## src/rtl/operand_fetch_if.sv

```systemverilog
// Bus bundle between decode, the register files, writeback and execute for operand_fetch.
// Signal groups:
//   decode side : in_valid/in_ready handshake plus the in_rs/in_rt/in_rd descriptor fields
//   file reads  : rf_int_a/b and rf_flt_a/b addresses, rf_*_qa/qb asynchronous read data
//   writeback   : wb_we, wb_addr, wb_float, wb_data
//   execute side: out_valid/out_ready handshake, out_a/out_b operands, destination passthrough
//   status      : busy_count
// Modports:
//   slave  - the operand fetch stage itself
//   master - the surrounding pipeline (decode, register files, writeback, execute)
interface operand_fetch_if #(
  parameter int DATA_W = 32,
  parameter int AW     = 5
);
  logic              in_valid;
  logic              in_ready;
  logic [AW-1:0]     in_rs;
  logic [AW-1:0]     in_rt;
  logic              in_rs_float;
  logic              in_rt_float;
  logic [AW-1:0]     in_rd;
  logic              in_rd_float;
  logic              in_rd_we;

  logic [AW-1:0]     rf_int_a;
  logic [AW-1:0]     rf_int_b;
  logic [DATA_W-1:0] rf_int_qa;
  logic [DATA_W-1:0] rf_int_qb;
  logic [AW-1:0]     rf_flt_a;
  logic [AW-1:0]     rf_flt_b;
  logic [DATA_W-1:0] rf_flt_qa;
  logic [DATA_W-1:0] rf_flt_qb;

  logic              wb_we;
  logic [AW-1:0]     wb_addr;
  logic              wb_float;
  logic [DATA_W-1:0] wb_data;

  logic              out_valid;
  logic              out_ready;
  logic [DATA_W-1:0] out_a;
  logic [DATA_W-1:0] out_b;
  logic [AW-1:0]     out_rd;
  logic              out_rd_float;
  logic              out_rd_we;

  logic [AW:0]       busy_count;

  modport slave (
    input  in_valid, in_rs, in_rt, in_rs_float, in_rt_float, in_rd, in_rd_float, in_rd_we,
    output in_ready,
    output rf_int_a, rf_int_b, rf_flt_a, rf_flt_b,
    input  rf_int_qa, rf_int_qb, rf_flt_qa, rf_flt_qb,
    input  wb_we, wb_addr, wb_float, wb_data,
    output out_valid, out_a, out_b, out_rd, out_rd_float, out_rd_we,
    input  out_ready,
    output busy_count
  );

  modport master (
    output in_valid, in_rs, in_rt, in_rs_float, in_rt_float, in_rd, in_rd_float, in_rd_we,
    input  in_ready,
    input  rf_int_a, rf_int_b, rf_flt_a, rf_flt_b,
    output rf_int_qa, rf_int_qb, rf_flt_qa, rf_flt_qb,
    output wb_we, wb_addr, wb_float, wb_data,
    input  out_valid, out_a, out_b, out_rd, out_rd_float, out_rd_we,
    output out_ready,
    input  busy_count
  );
endinterface

```

## src/rtl/operand_fetch.sv

```systemverilog
// Operand fetch stage: reads two source operands from the integer or float register
// file, forwards same-cycle writeback data, tracks pending destinations in a
// scoreboard and hands registered operands to execute over valid/ready.
// Ports:
//   clk   - rising-edge clock
//   rst_n - asynchronous active-low reset
//   bus   - operand_fetch_if.slave: decode handshake, file read ports, writeback,
//           execute handshake and busy_count (popcount of the scoreboard, saturating
//           at 2**AW)
module operand_fetch #(
  parameter int DATA_W = 32,
  parameter int AW     = 5
) (
  input  logic           clk,
  input  logic           rst_n,
  operand_fetch_if.slave bus
);
  localparam int NREG = 1 << AW;

  logic [NREG-1:0]   busy_int_reg, busy_int_next;
  logic [NREG-1:0]   busy_flt_reg, busy_flt_next;

  logic              out_valid_reg;
  logic [DATA_W-1:0] out_a_reg, out_b_reg;
  logic [AW-1:0]     out_rd_reg;
  logic              out_rd_float_reg, out_rd_we_reg;

  // Writebacks to integer r0 are dropped everywhere: no forwarding, no clear.
  logic wb_en;
  logic wb_hit_rs, wb_hit_rt, wb_hit_rd;
  logic rs_zero, rt_zero, rd_writes;
  logic rs_busy, rt_busy, rd_busy;
  logic hazard, in_ready, accept, set_en;
  logic [DATA_W-1:0] op_a, op_b;

  assign bus.rf_int_a = bus.in_rs;
  assign bus.rf_int_b = bus.in_rt;
  assign bus.rf_flt_a = bus.in_rs;
  assign bus.rf_flt_b = bus.in_rt;

  assign wb_en = bus.wb_we & (bus.wb_float | (bus.wb_addr != '0));

  assign wb_hit_rs = wb_en & (bus.wb_addr == bus.in_rs) & (bus.wb_float == bus.in_rs_float);
  assign wb_hit_rt = wb_en & (bus.wb_addr == bus.in_rt) & (bus.wb_float == bus.in_rt_float);
  assign wb_hit_rd = wb_en & (bus.wb_addr == bus.in_rd) & (bus.wb_float == bus.in_rd_float);

  assign rs_zero   = ~bus.in_rs_float & (bus.in_rs == '0);
  assign rt_zero   = ~bus.in_rt_float & (bus.in_rt == '0);
  assign rd_writes = bus.in_rd_we & (bus.in_rd_float | (bus.in_rd != '0));

  assign rs_busy = bus.in_rs_float ? busy_flt_reg[bus.in_rs] : busy_int_reg[bus.in_rs];
  assign rt_busy = bus.in_rt_float ? busy_flt_reg[bus.in_rt] : busy_int_reg[bus.in_rt];
  assign rd_busy = bus.in_rd_float ? busy_flt_reg[bus.in_rd] : busy_int_reg[bus.in_rd];

  // A busy register whose writeback lands this cycle is no longer a hazard:
  // sources take the forwarded data, and the destination bit is re-set below.
  assign hazard = (rs_busy & ~wb_hit_rs) | (rt_busy & ~wb_hit_rt) |
                  (rd_writes & rd_busy & ~wb_hit_rd);

  assign in_ready = (~out_valid_reg | bus.out_ready) & ~hazard;
  assign accept   = bus.in_valid & in_ready;
  assign set_en   = accept & rd_writes;

  assign bus.in_ready = in_ready;

  always_comb begin
    op_a = bus.in_rs_float ? bus.rf_flt_qa : bus.rf_int_qa;
    if (wb_hit_rs) op_a = bus.wb_data;
    if (rs_zero)   op_a = '0;
    op_b = bus.in_rt_float ? bus.rf_flt_qb : bus.rf_int_qb;
    if (wb_hit_rt) op_b = bus.wb_data;
    if (rt_zero)   op_b = '0;
  end

  // Per-register scoreboard update; a set from an accepted instruction overrides
  // a clear from a writeback landing on the same bit in the same cycle.
  genvar gi;
  generate
    for (gi = 0; gi < NREG; gi++) begin : g_busy
      logic set_int, set_flt, clr_int, clr_flt;
      assign set_int = set_en & ~bus.in_rd_float & (bus.in_rd == AW'(gi));
      assign set_flt = set_en &  bus.in_rd_float & (bus.in_rd == AW'(gi));
      assign clr_int = wb_en & ~bus.wb_float & (bus.wb_addr == AW'(gi));
      assign clr_flt = wb_en &  bus.wb_float & (bus.wb_addr == AW'(gi));
      assign busy_int_next[gi] = set_int | (busy_int_reg[gi] & ~clr_int);
      assign busy_flt_next[gi] = set_flt | (busy_flt_reg[gi] & ~clr_flt);
    end
  endgenerate

  always_ff @(posedge clk or negedge rst_n) begin
    if (!rst_n) begin
      busy_int_reg     <= '0;
      busy_flt_reg     <= '0;
      out_valid_reg    <= 1'b0;
      out_a_reg        <= '0;
      out_b_reg        <= '0;
      out_rd_reg       <= '0;
      out_rd_float_reg <= 1'b0;
      out_rd_we_reg    <= 1'b0;
    end else begin
      busy_int_reg <= busy_int_next;
      busy_flt_reg <= busy_flt_next;
      if (accept) begin
        out_valid_reg    <= 1'b1;
        out_a_reg        <= op_a;
        out_b_reg        <= op_b;
        out_rd_reg       <= bus.in_rd;
        out_rd_float_reg <= bus.in_rd_float;
        out_rd_we_reg    <= bus.in_rd_we;
      end else if (bus.out_ready) begin
        out_valid_reg    <= 1'b0;
      end
    end
  end

  assign bus.out_valid    = out_valid_reg;
  assign bus.out_a        = out_a_reg;
  assign bus.out_b        = out_b_reg;
  assign bus.out_rd       = out_rd_reg;
  assign bus.out_rd_float = out_rd_float_reg;
  assign bus.out_rd_we    = out_rd_we_reg;

  // Popcount of both files; combinational so reset zeroes it immediately.
  logic [AW+1:0] pop;
  always_comb begin
    pop = '0;
    for (int i = 0; i < NREG; i++) begin
      pop = pop + (AW+2)'(busy_int_reg[i]) + (AW+2)'(busy_flt_reg[i]);
    end
  end

  assign bus.busy_count = (pop > (AW+2)'(NREG)) ? (AW+1)'(NREG) : pop[AW:0];

endmodule

```

## src/flat_wrapper.sv

```systemverilog
// flat-port wrapper written by rule: the top's interface ports become plain ports
module operand_fetch_flat 
#(
  parameter int DATA_W = 32,
  parameter int AW     = 5
)
  (clk, rst_n, bus_in_valid, bus_in_rs, bus_in_rt, bus_in_rs_float, bus_in_rt_float, bus_in_rd, bus_in_rd_float, bus_in_rd_we, bus_in_ready, bus_rf_int_a, bus_rf_int_b, bus_rf_flt_a, bus_rf_flt_b, bus_rf_int_qa, bus_rf_int_qb, bus_rf_flt_qa, bus_rf_flt_qb, bus_wb_we, bus_wb_addr, bus_wb_float, bus_wb_data, bus_out_valid, bus_out_a, bus_out_b, bus_out_rd, bus_out_rd_float, bus_out_rd_we, bus_out_ready, bus_busy_count);
  operand_fetch_if #(.DATA_W(DATA_W), .AW(AW)) bus_i ();
  input  logic clk;
  input  logic rst_n;
  input wire logic [$bits(bus_i.in_valid)-1:0] bus_in_valid;
  input wire logic [$bits(bus_i.in_rs)-1:0] bus_in_rs;
  input wire logic [$bits(bus_i.in_rt)-1:0] bus_in_rt;
  input wire logic [$bits(bus_i.in_rs_float)-1:0] bus_in_rs_float;
  input wire logic [$bits(bus_i.in_rt_float)-1:0] bus_in_rt_float;
  input wire logic [$bits(bus_i.in_rd)-1:0] bus_in_rd;
  input wire logic [$bits(bus_i.in_rd_float)-1:0] bus_in_rd_float;
  input wire logic [$bits(bus_i.in_rd_we)-1:0] bus_in_rd_we;
  output wire logic [$bits(bus_i.in_ready)-1:0] bus_in_ready;
  output wire logic [$bits(bus_i.rf_int_a)-1:0] bus_rf_int_a;
  output wire logic [$bits(bus_i.rf_int_b)-1:0] bus_rf_int_b;
  output wire logic [$bits(bus_i.rf_flt_a)-1:0] bus_rf_flt_a;
  output wire logic [$bits(bus_i.rf_flt_b)-1:0] bus_rf_flt_b;
  input wire logic [$bits(bus_i.rf_int_qa)-1:0] bus_rf_int_qa;
  input wire logic [$bits(bus_i.rf_int_qb)-1:0] bus_rf_int_qb;
  input wire logic [$bits(bus_i.rf_flt_qa)-1:0] bus_rf_flt_qa;
  input wire logic [$bits(bus_i.rf_flt_qb)-1:0] bus_rf_flt_qb;
  input wire logic [$bits(bus_i.wb_we)-1:0] bus_wb_we;
  input wire logic [$bits(bus_i.wb_addr)-1:0] bus_wb_addr;
  input wire logic [$bits(bus_i.wb_float)-1:0] bus_wb_float;
  input wire logic [$bits(bus_i.wb_data)-1:0] bus_wb_data;
  output wire logic [$bits(bus_i.out_valid)-1:0] bus_out_valid;
  output wire logic [$bits(bus_i.out_a)-1:0] bus_out_a;
  output wire logic [$bits(bus_i.out_b)-1:0] bus_out_b;
  output wire logic [$bits(bus_i.out_rd)-1:0] bus_out_rd;
  output wire logic [$bits(bus_i.out_rd_float)-1:0] bus_out_rd_float;
  output wire logic [$bits(bus_i.out_rd_we)-1:0] bus_out_rd_we;
  input wire logic [$bits(bus_i.out_ready)-1:0] bus_out_ready;
  output wire logic [$bits(bus_i.busy_count)-1:0] bus_busy_count;
  assign bus_i.in_valid = bus_in_valid;
  assign bus_i.in_rs = bus_in_rs;
  assign bus_i.in_rt = bus_in_rt;
  assign bus_i.in_rs_float = bus_in_rs_float;
  assign bus_i.in_rt_float = bus_in_rt_float;
  assign bus_i.in_rd = bus_in_rd;
  assign bus_i.in_rd_float = bus_in_rd_float;
  assign bus_i.in_rd_we = bus_in_rd_we;
  assign bus_in_ready = bus_i.in_ready;
  assign bus_rf_int_a = bus_i.rf_int_a;
  assign bus_rf_int_b = bus_i.rf_int_b;
  assign bus_rf_flt_a = bus_i.rf_flt_a;
  assign bus_rf_flt_b = bus_i.rf_flt_b;
  assign bus_i.rf_int_qa = bus_rf_int_qa;
  assign bus_i.rf_int_qb = bus_rf_int_qb;
  assign bus_i.rf_flt_qa = bus_rf_flt_qa;
  assign bus_i.rf_flt_qb = bus_rf_flt_qb;
  assign bus_i.wb_we = bus_wb_we;
  assign bus_i.wb_addr = bus_wb_addr;
  assign bus_i.wb_float = bus_wb_float;
  assign bus_i.wb_data = bus_wb_data;
  assign bus_out_valid = bus_i.out_valid;
  assign bus_out_a = bus_i.out_a;
  assign bus_out_b = bus_i.out_b;
  assign bus_out_rd = bus_i.out_rd;
  assign bus_out_rd_float = bus_i.out_rd_float;
  assign bus_out_rd_we = bus_i.out_rd_we;
  assign bus_i.out_ready = bus_out_ready;
  assign bus_busy_count = bus_i.busy_count;
  operand_fetch #(.DATA_W(DATA_W), .AW(AW)) u_core (.clk(clk), .rst_n(rst_n), .bus(bus_i));
endmodule
```

## config.mk

```make
export PLATFORM = sky130hd
export DESIGN_NAME = operand_fetch_flat
export DESIGN_NICKNAME = d
export VERILOG_FILES = /design/src/rtl/operand_fetch_if.sv /design/src/rtl/operand_fetch.sv /design/src/flat_wrapper.sv
export SDC_FILE = /design/constraint.sdc
export NUM_CORES = 1
export LEC_CHECK = 0
export ABC_AREA = 1
export CORE_UTILIZATION = 46
export DETAILED_ROUTE_END_ITERATION = 6
export PLACE_DENSITY = 0.87
export SETUP_SLACK_MARGIN = 0.1
export SKIP_CTS_REPAIR_TIMING = 1
export SLEW_MARGIN = 20
export SYNTH_ARGS = -nofsm -noshare
export SYNTH_HDL_FRONTEND = slang
export SYNTH_SLANG_ARGS = --single-unit
```

## constraint.sdc

```tcl
create_clock -name clk -period 8.41 [get_ports clk]
set_clock_uncertainty 0.15 [all_clocks]
set_input_delay 2.523 -clock clk [delete_from_list [all_inputs] [get_ports clk]]
set_output_delay 2.523 -clock clk [all_outputs]
set_load 0.01 [all_outputs]
```

* Yosys cells after proc, flatten, opt, wreduce, memory -nomap -nowiden *
Index checks and enable logic that the tools add are counted.

operators by class
  add/sub/neg operators = 63
  $lt $le $gt $ge = 4
  equal/unequal tests = 68
  multiplexer cells = 24
  bitwise logic cells = 355
  reductions and logical operators = 7

operators with widths
  operator            count
  $add 7x1->7         62
  $and 1x1->1         213
  $mux 32             6
  $eq 5x5->1 const B  32
  $eq 5x4->1 const B  16
  $not 1->1           73
  $or 1x1->1          69
  $eq 5x3->1 const B  8
  $bmux 1 s5          6
  $eq 5x2->1 const B  4
  $logic_not 5->1     4
  $lt 5x6->1 const B  3
  $eq 5x5->1          3
  $mux 1              11
  $eq 5x1->1 const B  2
  $reduce_bool 5->1   2
  $gt 7x6->1 const B  1
  $mux 6              1
  $eq 1x1->1          3
  $add 1x1->2         1
  $reduce_bool 2->1   1

storage, ports and cells
  bits in registers = 136
  input port bits = 190
  output and inout bits = 99
  word-level logic and storage cells = 529

* Longest topological paths before layout *
Gate-level depths: netlist of run 1.

  word-level depth = 65
  mapped depth = 26
  gate-level depth less buffers = 26

* Worst setup path after synthesis of run 1 *
OpenSTA, ideal clock, no wires.

  kind = reg-to-output
  start = register u_core.busy_int_reg[0]
  end = output bus_busy_count[3]
  data arrival time = 6,346 ps
  data required time = 5,737 ps
  path slack = -609 ps
  stages on the path, launching flop included = 22
  path buffers = 0
  cells stage by stage = dfrtp_1 > ha_1 > inv_1 > fa_1 > fa_1 > fa_1 > fa_1 > fa_1 > fa_1 > fa_1 > fa_1 > inv_1 > fa_1 > inv_1 > fa_1 > o21ai_0 > xor2_1 > o31ai_1 > nand2_1 > inv_1 > nand2_1 > inv_1

on the way
  cells in the longest elaborated chain, start to end = 65

ends and longest elaborated chain
  what                           line                  RTL
  from (decl)                    operand_fetch.sv:20   logic [NREG-1:0] busy_int_reg, busy_int_next;
  from (signal assigned)         operand_fetch.sv:101  busy_int_reg <= busy_int_next;
  $add 1x1->2 (*)                operand_fetch.sv:128  pop = pop + (AW+2)'(busy_int_reg[i]) + (AW+2)'(busy_flt_reg[i]);
  $add 7x1->7 (*) (62 in a row)  operand_fetch.sv:128
  $gt 7x6->1                     operand_fetch.sv:132  assign bus.busy_count = (pop > (AW+2)'(NREG)) ? (AW+1)'(NREG) : pop[AW:0];
  $mux 6 (*)                     operand_fetch.sv:132
  to (decl)                      flat_wrapper.sv:39    output wire logic [$bits(bus_i.busy_count)-1:0] bus_busy_count;

Every way passes the cells marked *; elsewhere a longest branch is shown, timed or not.

* Worst setup path after layout of run 1 *
Same ends and word-level chain as after synthesis.

==> results.cfg, run 1 <==
[pwr]
p_leak_nw = 7.38
p_per_area_nw_per_um2 = 561
peakVddDrop_mv = 1.63
p_total_mw = 8.72

[worst_setup_path]
endpoint_kind = output port
rrSetupSlack_ns = 4.61
critPathTopFamily = adder cells
cp.required_ns = 5.74
cp_max_fo = 4
critPathSlowestCell = fa_1
start_kind = flop
timing.critical_path.mode_cell = fa_1
path_buf_inv = 8
startpoint = u_core.busy_int_reg[0]
critPathKind = flop to output port
worst-path-stages = 26
worstReg2RegEnd = u_core.busy_flt_reg[23]
rr_startpoint = u_core.busy_int_reg[7]
crit_end = bus_busy_count[3]
cp_slowest_stage_delay_ns = 0.54
arrival_ns = 6.99
r2r_cells = 12

[global_route]
antenna_found_initial = 1
grt_pass1_vias = 12600
grt_use_total_pct = 40.4
grt_pass1_wl_um = 77100
gr-total-overflow = 0
grt_max_degree = 91

[logic_synthesis]
synth_cell_types = 39
synth_cells = 1666
yosysSeqAreaShare_pct = 29.7
ys.flop_type = dfrtp_1
syn_nets = 1926
synth_top_area_share_pct = 29.7
yosysTopAreaCell = dfrtp_1
ys_ff_latch = 136
netlist_area_um2 = 11500
yosys_warnings = 0
synthArstFlopShare_pct = 100
syn_avg_cell_area_um2 = 6.88
synth_area_leaders = dfrtp_1 (30%), nand2_1 (18%), fa_1 (9.4%)
synth_edf_count = 0

[drt]
drc = 0
initialDrtViolationCount = 2076
vias = 13400
routed_wl_um = 52000
antenna_left = 0
avgViaCountPerCell = 5.83
dr.pass1.iters = 6
drt-wirelength-per-cell_um = 22.6

[finish]
final_cells = 2296
fillers = 2203
layout_commonest_cell = nand2_1
final_area_um2 = 15600
drive_gt1_share_pct = 11.0
nets = 2217
area_growth_pct = 35.7
final_cell_mix = nand2_1 (554), clkdlybuf4s50_1 (281), inv_1 (174)

[clock_tree]
cts.sinks = 136
clk_latency_ns = 0.44
cts_max_level = 4
root_buffer = clkbuf_16
path_clk_slew_ns = 0.07
cts_buffer_depth = 2
cts_tree = built
numCtsBuffers = 17

[sta]
fin_ws_ns = -1.25
rsz0062_at_grt = yes
hold_violations = 0
post-route-period-util_pct = 115
relSlewSlack_pct = 31.1
max_freq_mhz = 103
worst_slew_pin_slew_ns = 1.03
slew_viol_final = 0
fin_setup_tns_ns = -7.10
period_minus_slack_ns = 9.66
setup_viol = 6

[min_path]
hp-class = flop to flop
min_from = u_core.bus.out_b[11]

[place]
place_area_um2 = 14900
place_ws_ns = -1.05
port_buffers = 288
dp_hpwl_um = 39700
gp_congestion = 1.09
dp.cells = 2258

[floorplan]
die_x_um = 160
die_h_um = 160
start_util_pct = 47.0
core_area_um2 = 24400
rows = 57
io_pins = 289
die_area_um2 = 25600

[status]
failed_checks = setup timing
status = finished, violations left

[flow_run]
maxCapViolations = 0
[through the flow]
stage | hold WS [ns] | utilization, %
after floorplan | 0.340 | -
after global placement | 0.317 | 61.0
after detailed placement | 0.328 | 61.0
after CTS | 0.344 | 63.5
after global routing | 0.365 | 63.7
final | 0.339 | 63.8
[cells by family after synthesis]
family / Yosys count / share of synthesized area [%]
DFF: 136 / 29.7
xor gates and xnor gates: 10 / 0.764
buffers and inverters: 315 / 12.2
and+or+nand+nor: 793 / 28.1
AOI/OAI and AO/OA: 342 / 18.0
adders and majority gates: 70 / 11.2
[final cells by class]
cell class / instances / area (um^2) / area share (%)
inverter: 194 / 733 / 4.71
tap: 324 / 405 / 2.61
multi-input combinational: 1215 / 6730 / 43.3
sequential: 136 / 3400 / 21.9
clock inverter: 14 / 159 / 1.02
timing repair buffer: 393 / 3680 / 23.7
antenna: 2 / 5.00 / 0.0322
clock buffer: 18 / 439 / 2.82
[cell usage after synthesis, types with 2 or more instances]
cell type,number
a21oi_1,52
ha_1,16
inv_1,180
buf_6,9
o21bai_1,33
fa_1,54
nand4_1,5
clkinv_1,3
nand3_1,108
dfrtp_1,136
buf_4,27
nand2_4,3
o211ai_1,15
a31o_2,35
o21ai_1,70
nor2_4,3
nor2_1,83
o21ai_0,86
buf_2,35
o22ai_1,6
a31oi_1,16
inv_4,2
o31a_1,2
o21ai_2,2
inv_2,9
nor3_1,33
clkbuf_1,48
o31ai_1,21
xnor2_1,3
nand2_1,556
xor2_1,7
[power by group]
group	total, mW	internal (mW)	switching, mW
registers	0.898	0.803	0.0949
logic	7.05	3.37	3.67
clock network	0.778	0.429	0.349
total	8.72	4.61	4.12
[worst register-to-register path, stage by stage, from the launching register on]
cell and delay [ns]:
dfrtp_1 0.46, buf_4 0.21, a21oi_1 0.17, o21ai_0 0.21, nand2_1 0.15, a21oi_1 0.08
nand3_1 0.09, nand3_1 0.07, nand3_1 0.22, nand2_1 0.15, nor2_4 0.15, nand4_2 0.78
o21bai_1 0.73
[worst min-delay path by stage]
stage,endpoint,slack (ns),cells after the start
6_report,u_core.bus.out_b[11],0.34,2
5_1_grt,u_core.bus.out_a[4],0.36,2
4_1_cts,u_core.bus.out_b[11],0.34,2
3_5_place_dp,u_core.bus.out_b[10],0.33,2
3_3_place_gp,u_core.bus.out_a[27],0.32,2
2_1_floorplan,u_core.busy_int_reg[8],0.34,2
[routing by layer]
layer  global-route usage [%]  routed length [um]  vias to the layer above
met5                        0                   0                        -
met4                     15.5                2090                        0
met3                     12.7                7380                      172
met2                     59.0               22100                     1026
met1                     55.8               20400                     6252
li1                         -                   -                     5929
Power figures use the tool's default switching activity.
==> run 2: changes to the inputs <==
CORE_ASPECT_RATIO = 0.7   (was unset)
RECOVER_POWER = 25   (was unset)
==> results.cfg, run 2 (synthesis gave the netlist of run 1 again) <==
[status]
status = finished, violations left
failed_checks = capacitance limit, slew limit, setup timing

[drt]
antenna_left = 0
drc = 0
topRoutingLayerUsed = met4
wl_met3_um = 8230
vias = 13100
initialDrtViolationCount = 1717
drt-met1-wl_um = 21900
drt-wirelength-per-cell_um = 22.7
wl_met2_um = 21100
avgViaCountPerCell = 5.72
dr.pass1.iters = 6
routed_wl_um = 52100

[clock_tree]
numCtsBuffers = 17
cts_max_level = 4
path_clk_slew_ns = 0.06
cts_tree = built
clk_latency_ns = 0.44
root_buffer = clkbuf_16
cts_buffer_depth = 2
cts.sinks = 136

[sta]
slew_viol_final = 139
post-route-period-util_pct = 113
max_freq_mhz = 106
relSlewSlack_pct = -168
worst_slew_pin_slew_ns = 4.02
period_minus_slack_ns = 9.46
hold_violations = 0
fin_ws_ns = -1.05
setup_viol = 6
rsz0062_at_grt = yes

[worst_setup_path]
cp.required_ns = 5.74
r2r_cells = 16
arrival_ns = 6.79
start_kind = flop
cp_max_fo = 2
critPathKind = flop to output port
endpoint_kind = output port

[finish]
diodes = 0
final_area_um2 = 15500
layout_commonest_cell = nand2_1
fillers = 2156
area_growth_pct = 35.0
utilization_pct = 64.4
final_cell_mix = nand2_1 (556), clkdlybuf4s50_1 (281), inv_1 (174)
nets = 2225
drive_gt1_share_pct = 11.0

[flow_run]
maxCapViolations = 2

[place]
dp_hpwl_um = 40900
place_area_um2 = 14900
gp_congestion = 1.02
port_buffers = 288

[global_route]
grt_max_degree = 85
grt_use_total_pct = 40.5
antenna_found_initial = 1
gr-total-overflow = 0
grt_pass1_wl_um = 75600
grt_pass1_vias = 12100

[floorplan]
die_h_um = 134
die_x_um = 191
io_pins = 289
die_area_um2 = 25600
start_util_pct = 47.7
core_area_um2 = 24100
rows = 47

[pwr]
p_leak_nw = 7.37
peakVddDrop_mv = 3.74
p_per_area_nw_per_um2 = 530

[min_path]
hold-path-cell-count = 2
hp-class = flop to flop
==> run 2: cell types whose count changed in the layout (fill, tap and decap cells not counted), moves of 3 or more <==
cell,before,now
clkbuf_1,0,4
buf_4,103,111
clkinv_2,0,3
inv_8,4,0
==> run 2: area by class of cell <==
| cell class | count | area [um^2] | share of cell area (%) |
|---|---|---|---|
| sequential | 136 | 3400 | 22.0 |
| clock buffer | 19 | 433 | 2.80 |
| timing repair buffer | 401 | 3690 | 23.9 |
| clock inverter | 13 | 120 | 0.776 |
| multi-input combinational | 1215 | 6700 | 43.3 |
| inverter | 194 | 733 | 4.74 |
| tap | 318 | 398 | 2.57 |
==> run 2: where the power goes <==
group          internal (mW)  leakage, nW  switching [mW]
Clock                  0.409        0.264           0.317
Combinational           3.35         5.37            3.22
Sequential             0.804         1.73           0.102
Total                   4.57         7.37            3.64
==> run 2: path summary, 6_finish.rpt <==
check                                  endpoint                    start  slack, ns
setup / recovery              bus_busy_count[3]   u_core.busy_flt_reg[0]      -1.05
hold / removal             u_core.bus.out_b[13]     u_core.bus.out_b[13]       0.34
setup reg to reg           u_core.bus.out_a[11]  u_core.busy_flt_reg[16]       4.57
hold reg to reg            u_core.bus.out_b[13]     u_core.bus.out_b[13]       0.34
max in group asynchronous   u_core.bus.out_a[3]                    rst_n       1.57
min in group asynchronous  u_core.bus.out_b[30]                    rst_n       3.33
==> run 2: worst max-delay path: stages (launching register included) <==
cell and delay (ns):
dfrtp_1 0.38, ha_1 0.29, inv_1 0.07, fa_1 0.43
fa_1 0.55, fa_1 0.45, fa_1 0.54, fa_1 0.45
fa_1 0.54, fa_1 0.43, fa_1 0.52, inv_1 0.05
fa_2 0.34, inv_2 0.06, fa_2 0.21, o21ai_2 0.07
xor2_1 0.18, o31ai_1 0.27, nand2_1 0.11, buf_4 0.15
inv_2 0.04, nand2_1 0.05, inv_2 0.04, clkbuf_2 0.11
==> run 2: per-stage QoR <==
stage | hold WS (ns) | setup WS, ns | TNS, ns | power [mW] | instances
4_1_cts | 0.343 | -1.40 | -8.00 | 8.07 | 2291
2_1_floorplan | 0.340 | -0.194 | -0.931 | 4.16 | 1666
6_report | 0.341 | -1.05 | -5.87 | 8.21 | 2296
3_3_place_gp | 0.320 | -0.885 | -4.81 | 7.16 | 2259
5_1_grt | 0.361 | -1.30 | -7.29 | 8.98 | 2296
3_5_place_dp | 0.327 | -0.930 | -5.16 | 7.32 | 2259
==> run 2: metal layers <==
| layer | up-vias | track usage (%) |
|---|---|---|
| met5 | - | 0 |
| met4 | 0 | 9.33 |
| met3 | 85 | 17.3 |
| met2 | 909 | 55.9 |
| met1 | 6184 | 57.9 |
| li1 | 5950 | - |
==> run 3: changes to the inputs <==
CORE_MARGIN = 3   (was unset)
==> results.cfg, run 3 (synthesis gave the netlist of run 1 again) <==
[pwr]
p_leak_nw = 7.38
peakVddDrop_mv = 3.66
p_per_area_nw_per_um2 = 535
intPower_mw = 4.48
p_comb_share_pct = 79.2
p_clk_share_pct = 9.8
swShare_pct = 46.1
p_seq_share_pct = 10.9
switchingPower_mw = 3.83

[worst_setup_path]
timing.critical_path.mode_cell = fa_1
critPathKind = flop to output port
endpoint_kind = output port
cp.required_ns = 5.74
rrSetupSlack_ns = 4.61
critPathSlowestCell = fa_1
start_kind = flop
critPathTopFamily = adder cells
cp_slowest_stage_delay_ns = 0.61
arrival_ns = 6.86
path_buf_inv = 7
cp_max_fo = 4
path_cells = ha_1 > inv_2 > fa_1 > fa_1 > fa_1 > fa_2 > fa_2 > fa_1 > fa_1 > fa_1 > inv_1 > fa_2 > inv_2 > fa_2 > xnor2_1 > inv_1 > nand3_2 > o31ai_2 > nand2_1 > inv_1 > nand2_1 > inv_2 > buf_2

[global_route]
grt_max_degree = 100
antenna_found_initial = 0
grt_pass1_wl_um = 77200
gr-total-overflow = 0
grt_use_total_pct = 37.7
grt_pass1_vias = 12400

[clock_tree]
cts_buffer_depth = 2
numCtsBuffers = 17
cts_max_level = 4
cts.sinks = 136
cts_tree = built
root_buffer = clkbuf_16
clk_latency_ns = 0.44
path_clk_slew_ns = 0.06

[sta]
rsz0062_at_grt = yes
whs_ns = 0.338
max_freq_mhz = 105
post-route-period-util_pct = 113
period_minus_slack_ns = 9.53
relSlewSlack_pct = -146
setup_viol = 6
fin_ws_ns = -1.12
hold_violations = 0
worst_slew_pin_slew_ns = 3.69
slew_viol_final = 139

[floorplan]
rows = 47
start_util_pct = 47.7
die_x_um = 195
io_pins = 289
die_area_um2 = 26900
die_h_um = 138
core_area_um2 = 24100

[finish]
drive_gt1_share_pct = 11.0
fillers = 2131
final_cell_mix = nand2_1 (555), clkdlybuf4s50_1 (281), inv_1 (175)
utilization_pct = 64.5
layout_commonest_cell = nand2_1
final_cells = 2290
area_growth_pct = 35.4
nets = 2218

[place]
dp_hpwl_um = 40800
dp.cells = 2256
gp_congestion = 1.05
port_buffers = 288

[status]
failed_checks = capacitance limit, slew limit, setup timing
status = finished, violations left

[drt]
initialDrtViolationCount = 1938
avgViaCountPerCell = 5.77
drt-wirelength-per-cell_um = 22.8
drc = 0
vias = 13200
routed_wl_um = 52200
antenna_left = 0
dr.pass1.iters = 6

[min_path]
hp-class = flop to flop

[flow_run]
maxCapViolations = 2
[run 3: cell count changes in the layout (fill, tap and decap cells not counted), moves of 2 or more]
cell,before,now
buf_4,111,103
bufinv_16,1,4
a21oi_1,51,49
a21oi_2,1,3
buf_2,3,5
clkbuf_1,4,2
clkinvlp_4,3,1
[run 3: power groups by stage]
stage          sequential [mW]  clock, mW  combinational (mW)
3_3_place_gp             0.904          0                6.24
5_1_grt                  0.922      0.848                7.23
6_report                 0.908      0.818                6.59
2_1_floorplan            0.954          0                3.20
4_1_cts                  0.903      0.820                6.44
3_5_place_dp             0.912          0                6.41
[run 3: stage by stage]
step / area, um^2 / setup WS (ns) / TNS (ns) / power (mW)
3_5_place_dp: 14900 / -0.972 / -5.42 / 7.32
3_3_place_gp: 14900 / -0.844 / -4.49 / 7.15
4_1_cts: 15500 / -1.44 / -8.24 / 8.16
6_report: 15500 / -1.12 / -6.28 / 8.31
5_1_grt: 15500 / -1.38 / -7.79 / 9.00
2_1_floorplan: 11500 / -0.194 / -0.931 / 4.16
[run 3: cell type report]
type | instances | area (um^2) | area share [%]
well taps | 318 | 398 | 2.56
inverters | 194 | 733 | 4.72
repair buffers | 394 | 3650 | 23.5
multi-input cells | 1215 | 6710 | 43.2
clock buffers | 17 | 425 | 2.74
flip-flops and latches | 136 | 3400 | 21.9
diodes | 1 | 2.50 | 0.0161
clock inverters | 15 | 200 | 1.29
[run 3: path summary, 6_finish.rpt]
kind	start	to	depth (start not counted)
max	u_core.busy_flt_reg[0]	bus_busy_count[3]	23
min	u_core.bus.out_b[27]	u_core.bus.out_b[27]	2
max reg2reg	u_core.busy_int_reg[7]	u_core.bus.out_a[0]	14
min reg2reg	u_core.bus.out_b[27]	u_core.bus.out_b[27]	2
max in group asynchronous	rst_n	u_core.bus.out_b[14]	2
min in group asynchronous	rst_n	u_core.bus.out_a[24]	1
[run 3: tightest hold or removal path: stages (launching register included)]
cell	delay (ns)
dfrtp_1	0.34
nand2_1	0.05
o21ai_1	0.06
[run 3: layer usage]
| layer | track usage (%) | part of all wire, % |
|---|---|---|
| met3 | 19.5 | 17 |
| met2 | 51.0 | 40 |
| met1 | 53.3 | 41 |
| met4 | 9.18 | 2.7 |
| met5 | 0 | 0 |
